===== src/rtl/apb_bridge_pkg.sv =====
// Shared types for the AHB-to-APB bridge: FSM state encoding and HTRANS codes.
package apb_bridge_pkg;

    typedef enum logic [2:0] {
        ST_IDLE   = 3'd0,
        ST_SETUP  = 3'd1,
        ST_ACCESS = 3'd2,
        ST_ERR1   = 3'd3,
        ST_ERR2   = 3'd4
    } apb_state_e;

    localparam logic [1:0] HTRANS_IDLE   = 2'b00;
    localparam logic [1:0] HTRANS_BUSY   = 2'b01;
    localparam logic [1:0] HTRANS_NONSEQ = 2'b10;
    localparam logic [1:0] HTRANS_SEQ    = 2'b11;

endpackage


===== src/rtl/apb_master_ctrl.sv =====
// AHB-to-APB master controller: one APB transfer per accepted AHB NONSEQ/SEQ beat,
// two-cycle AHB error response when the slave flags PSLVERR.
//
// state  | meaning
// IDLE   | no transfer; zero-wait OKAY to the AHB
// SETUP  | APB setup phase, psel_en=1, PENABLE=0
// ACCESS | APB access phase, waiting for PREADY
// ERR1   | first ERROR cycle, HREADYOUT=0
// ERR2   | second ERROR cycle, HREADYOUT=1; may accept the next transfer
module apb_master_ctrl
    import apb_bridge_pkg::*;
#(
    parameter int ADDR_WIDTH = 32,
    parameter int DATA_WIDTH = 32
) (
    input  logic                  HCLK,
    input  logic                  HRESETn,
    input  logic                  HSEL,
    input  logic [1:0]            HTRANS,
    input  logic [ADDR_WIDTH-1:0] HADDR,
    input  logic                  HWRITE,
    input  logic [DATA_WIDTH-1:0] HWDATA,
    input  logic                  HREADY,
    output logic                  HREADYOUT,
    output logic                  HRESP,
    output logic [DATA_WIDTH-1:0] HRDATA,
    output logic [ADDR_WIDTH-1:0] PADDR,
    output logic                  psel_en,
    output logic                  PENABLE,
    output logic                  PWRITE,
    output logic [DATA_WIDTH-1:0] PWDATA,
    input  logic [DATA_WIDTH-1:0] PRDATA,
    input  logic                  PREADY,
    input  logic                  PSLVERR
);

    apb_state_e            state_q, state_d;
    logic [ADDR_WIDTH-1:0] paddr_q, paddr_d;
    logic                  pwrite_q, pwrite_d;
    logic                  psel_q, psel_d;
    logic                  penable_q, penable_d;
    logic                  hresp_q, hresp_d;
    logic                  hready_q, hready_d;
    logic                  accept;
    logic                  load;

    assign accept = HSEL && HREADY && ((HTRANS == HTRANS_NONSEQ) || (HTRANS == HTRANS_SEQ));

    always_comb begin
        state_d  = state_q;
        load     = 1'b0;
        case (state_q)
            ST_IDLE: begin
                if (accept) begin
                    state_d = ST_SETUP;
                    load    = 1'b1;
                end
            end
            ST_SETUP:  state_d = ST_ACCESS;
            ST_ACCESS: begin
                // PSLVERR only matters on the completing cycle
                if (PREADY) begin
                    if (PSLVERR) begin
                        state_d = ST_ERR1;
                    end else if (accept) begin
                        state_d = ST_SETUP;
                        load    = 1'b1;
                    end else begin
                        state_d = ST_IDLE;
                    end
                end
            end
            ST_ERR1:   state_d = ST_ERR2;
            ST_ERR2: begin
                if (accept) begin
                    state_d = ST_SETUP;
                    load    = 1'b1;
                end else begin
                    state_d = ST_IDLE;
                end
            end
            default:   state_d = ST_IDLE;
        endcase

        paddr_d  = load ? HADDR  : paddr_q;
        pwrite_d = load ? HWRITE : pwrite_q;

        // outputs registered from the next state so they change with the state flop
        psel_d    = (state_d == ST_SETUP) || (state_d == ST_ACCESS);
        penable_d = (state_d == ST_ACCESS);
        hresp_d   = (state_d == ST_ERR1) || (state_d == ST_ERR2);
        hready_d  = !((state_d == ST_SETUP) || (state_d == ST_ERR1));
    end

    always_ff @(posedge HCLK) begin
        if (!HRESETn) begin
            state_q   <= ST_IDLE;
            paddr_q   <= '0;
            pwrite_q  <= 1'b0;
            psel_q    <= 1'b0;
            penable_q <= 1'b0;
            hresp_q   <= 1'b0;
            hready_q  <= 1'b1;
        end else begin
            state_q   <= state_d;
            paddr_q   <= paddr_d;
            pwrite_q  <= pwrite_d;
            psel_q    <= psel_d;
            penable_q <= penable_d;
            hresp_q   <= hresp_d;
            hready_q  <= hready_d;
        end
    end

    // in ACCESS the AHB ready tracks the slave directly to avoid an extra wait state
    assign HREADYOUT = (state_q == ST_ACCESS) ? (PREADY && !PSLVERR) : hready_q;
    assign HRESP     = hresp_q;
    assign HRDATA    = (state_q == ST_ACCESS) ? PRDATA : '0;
    assign PADDR     = paddr_q;
    assign PWRITE    = pwrite_q;
    assign psel_en   = psel_q;
    assign PENABLE   = penable_q;
    assign PWDATA    = HWDATA;

endmodule


===== config.mk =====
export PLATFORM = sky130hd
export DESIGN_NAME = apb_master_ctrl
export DESIGN_NICKNAME = d
export VERILOG_FILES = /design/src/rtl/apb_bridge_pkg.sv /design/src/rtl/apb_master_ctrl.sv
export SDC_FILE = /design/constraint.sdc
export NUM_CORES = 1
export LEC_CHECK = 0
export ABC_AREA = 1
export CORE_ASPECT_RATIO = 1.1
export CORE_MARGIN = 4
export CORE_UTILIZATION = 32
export CTS_CLUSTER_SIZE = 28
export DETAILED_ROUTE_END_ITERATION = 16
export GPL_TIMING_DRIVEN = 0
export PLACE_DENSITY_LB_ADDON = 0.2
export SYNTH_ARGS = -nofsm -noshare
export SYNTH_HDL_FRONTEND = slang
export SYNTH_SLANG_ARGS = --single-unit

===== constraint.sdc =====
create_clock -name HCLK -period 1.5 [get_ports HCLK]
set_input_delay 0.3 -clock HCLK [delete_from_list [all_inputs] [get_ports HCLK]]
set_output_delay 0.3 -clock HCLK [all_outputs]
set_load 0.01 [all_outputs]

Word-level counts from Yosys, hierarchy flattened
Index checks and enable logic that the tools add are counted.

Eq/ne operators: 10. Mux-type cells: 11. Reduce and logical (&&, ||, !) cells: 11.

Operators by type and width (number): 2-to-1 mux 32 bit (1); one-hot mux 3 bit (5 select lines) (1); == test 3 x 2 -> 1 bit (second input constant) (4); == test 3 x 1 -> 1 bit (second input constant) (2); == test 3 bit (second input constant) (2); 2-to-1 mux 3 bit (2); 2-to-1 mux 1 bit (5); == test 2 bit (second input constant) (2); logical OR 1 bit (4); logical AND 1 bit (3); logical NOT 3 bit (1); logical NOT 1 bit (2); 2-to-1 mux 2 bit (1); one-hot mux 1 bit (2 select lines) (1); OR reduction 2 bit (1).

Register bits: 40. Logic and storage cells: 39.

Logic depth before layout (Yosys ltp)
Depth after elaboration: 10. Depth in mapped cells: 9. Gate-level depth less buffers: 8.

Worst setup path before layout
No wires, ideal clock.

Kind: register to output. Start point: register state_q[1]. End point: output HRDATA[10]. Arrival time: 1091 ps. Slack: 109 ps. Stages on the path, launching flop included: 6. Buffers on the path: 1. Path through: dfxtp_1 -> nand2_1 -> nor2_2 -> clkinv_1 -> clkbuf_1 -> nor2_1.

Longest elaborated chain between the ends: 2.

RTL lines: start, declared (line apb_master_ctrl.sv:37) `apb_state_e state_q, state_d;`; start signal, assigned (line apb_master_ctrl.sv:105) `state_q <= state_d;`; == test 3 x 2 -> 1 bit (line apb_master_ctrl.sv:118) `assign HRDATA = (state_q == ST_ACCESS) ? PRDATA : '0;`; 2-to-1 mux 32 bit (line apb_master_ctrl.sv:118); end, declared (line apb_master_ctrl.sv:26) `output logic [DATA_WIDTH-1:0] HRDATA,`.

No other way between the ends.

Worst setup path after layout
Start point: register state_q[2]. End point: output HRDATA[19].

Same word-level chain as after synthesis.

==> impl_metrics.json <==
{
  "fmax_ghz": 0.579,
  "cts_buffers": 5,
  "hold_viol": 0,
  "cts_buffer_depth": 2,
  "yosysWarnings": 0,
  "grt_pass1_vias": 2759,
  "synth_nets": 469,
  "cp.arrival_ns": 1.43,
  "fp.dieH_um": 97.4,
  "syn-instance-count": 364,
  "violations": "negative setup slack",
  "ant_nets": 0,
  "grt_max_degree": 14,
  "crit_buf_inv": 5,
  "ys_ff_latch": 40,
  "fin_cells": 649,
  "p_per_area_nw_per_um2": 603,
  "slowest_stage": "dfxtp_2",
  "critPathTopFamily": "buffers and inverters",
  "fill_cells": 617,
  "start_kind": "flip-flop",
  "slew_violations": 0,
  "hold_path.class": "reg2reg",
  "std_cell_rows": 32,
  "coreArea_um2": 7050,
  "syn-cell-area_um2": 2320,
  "clk_latency_ns": 0.29,
  "die_width_um": 89.3,
  "cts_sinks": 40,
  "dpl-instance-area_um2": 4150,
  "skew_ns": 0.0113,
  "worstSetupEndpointType": "primary output",
  "crit-reg2reg-launch": "state_q[2]",
  "worst-setup-path-type": "reg2out",
  "final_area_um2": 4720,
  "tightestPinTransition_ns": 0.467,
  "ys_seq_area_share_pct": 34.4,
  "vias_per_cell": 4.33,
  "grt_pass1_wl_mm": 13.2,
  "cellLeakagePower_uw": 0.00275,
  "drc": 0,
  "worstSetupStartpoint": "state_q[2]",
  "worstHoldStart": "PADDR[15]",
  "dr.first_iter.drc_count": 88,
  "dp.final_hpwl_mm": 6.84,
  "path_clk_slew_ns": 0.08,
  "layout_min_cycle_time_ns": 1.73,
  "grt_overflow_total": 0,
  "holdWs_ns": 0.539,
  "ios": 206,
  "ys_types": 16,
  "slew_headroom_pct": 68.9,
  "globalplace.congestion": 0.768,
  "rsz0062_at_grt": "yes",
  "layout-drive-gt1-share_pct": 30.2,
  "area_delta_synth_final_pct": 103,
  "cts-root-buf": "clkbuf_8",
  "die-area_um2": 8690,
  "syn_avg_cell_area_um2": 6.39,
  "setup_slack_ns": -0.226,
  "wl_per_cell_um": 13.9,
  "worstPathMaxFanout": 6,
  "dr_total_vias": 2810,
  "fin_util_pct": 67.0,
  "period_share_pct": 115,
  "status": "finished with violations",
  "setup_viol": 67,
  "wl_mm": 9.04,
  "dp.cells": 621,
  "worst_ep_required_time_ns": 1.20,
  "path_cells": "inv_2 -> nand2_4 -> nor2_4 -> clkinv_4 -> buf_6 -> buf_8 -> nor2_1 -> buf_2",
  "layout.nets": 667,
  "portBuffers": 172,
  "start_util_pct": 33.0,
  "cap_violations": 0,
  "h-tree-depth": 2,
  "peakVddDrop_v": 0.000417,
  "grtUsageTotal_pct": 19.3,
  "slowest_delay_ns": 0.33,
  "antenna_found_initial": 1,
  "tritoncts": "done",
  "first_pass_iters": 4
}
[flip-flops by register name, summed over array words and instances, names as in the netlist]
signal and cells:
HRESP 1, PWRITE 1, hready_q 1, PADDR 32
psel_en 1, state_q 3, PENABLE 1
[power breakdown]
part,leakage (µW),switching [µW],internal (µW)
combinational,0.00237,381,541
clock,0.0000516,398,376
sequential,0.000328,31.6,1120
total,0.00275,811,2040
[worst paths after layout]
kind / cells after the start / endpoint / slack, ns
min: 4 / PADDR[15] / 0.54
min reg2reg: 4 / PADDR[15] / 0.54
max reg2reg: 12 / PADDR[27] / -0.12
max: 8 / HRDATA[19] / -0.23
[worst reg2reg max path: stages, from the launching register on]
cell       delay (ns)
dfxtp_2          0.33
inv_2            0.07
nand2_4          0.06
nor2_4           0.12
buf_4            0.13
buf_6            0.08
buf_6            0.08
buf_6            0.08
nand3_4          0.08
buf_12           0.16
clkbuf_16        0.16
a21oi_2          0.11
nor2_1           0.06
[kinds of logic after synthesis]
| group | synth area share, % |
|---|---|
| AOI/OAI and AO/OA | 9.15 |
| buffers and inverters | 28.3 |
| DFF | 34.4 |
| and+or+nand+nor | 28.1 |
[cells in the final DEF, fill, tap and decap left out, types with 4 or more instances in the layout]
cell type	n
nor2_2	8
nand3_1	32
inv_1	74
buf_4	41
clkdlybuf4s50_1	107
nor2_1	55
clkbuf_8	8
buf_2	32
dfxtp_1	38
dlygate4sd2_1	11
a21oi_2	25
buf_6	16
nand2_1	49
nor2_4	6
nand3_2	4
a21oi_4	7
dlymetal6s2s_1	21
[what timing repair did]
action / CTS / global route
hold buffers: 0 / 0
setup endpoints to repair: 66 / 92
pin swaps: 5 / 6
buffers inserted: 12 / 5
gates cloned: 4 / 2
resized for setup: 197 / 81
[synthesized netlist by cell type, drive strengths merged]
| library cell | n | area, µm² |
|---|---|---|
| nor2 | 69 | 262 |
| inv | 76 | 285 |
| dfxtp | 40 | 801 |
| buf | 45 | 339 |
| a21oi | 33 | 203 |
| nand3 | 37 | 190 |
| clkbuf | 8 | 30.0 |
| nand4 | 1 | 6.26 |
| clkinv | 1 | 3.75 |
| nand2 | 52 | 195 |
| o21ai | 2 | 10.0 |
[layer usage]
metal,GRT usage (%),part of all wire [%]
met5,0,0
met4,4.93,1.1
met3,7.04,12
met2,35.2,52
met1,20.3,35
[area by class of cell]
type                            count  area [µm²]  share of cell area, %
Timing Repair Buffer              191        1850                   39.3
Multi-Input combinational cell    194        1110                   23.4
Sequential cell                    40         806                   17.1
Buffer                             53         455                   9.64
Inverter                           77         294                   6.23
Tap cell                           85         106                   2.25
Clock buffer                        6        82.6                   1.75
Clock inverter                      2        13.8                  0.291
Antenna cell                        1        2.50                 0.0530
[metrics by stage]
stage / worst slack [ns] / total power (µW) / TNS, ns
floorplan: 0.109 / 1520 / 0
global placement: -0.548 / 2020 / -28.66
detailed placement: -0.587 / 2030 / -29.68
CTS: -0.285 / 2820 / -12.30
global route: -0.292 / 2990 / -13.71
finish: -0.226 / 2850 / -8.19
No activity file was read; power rests on OpenSTA's default activity.
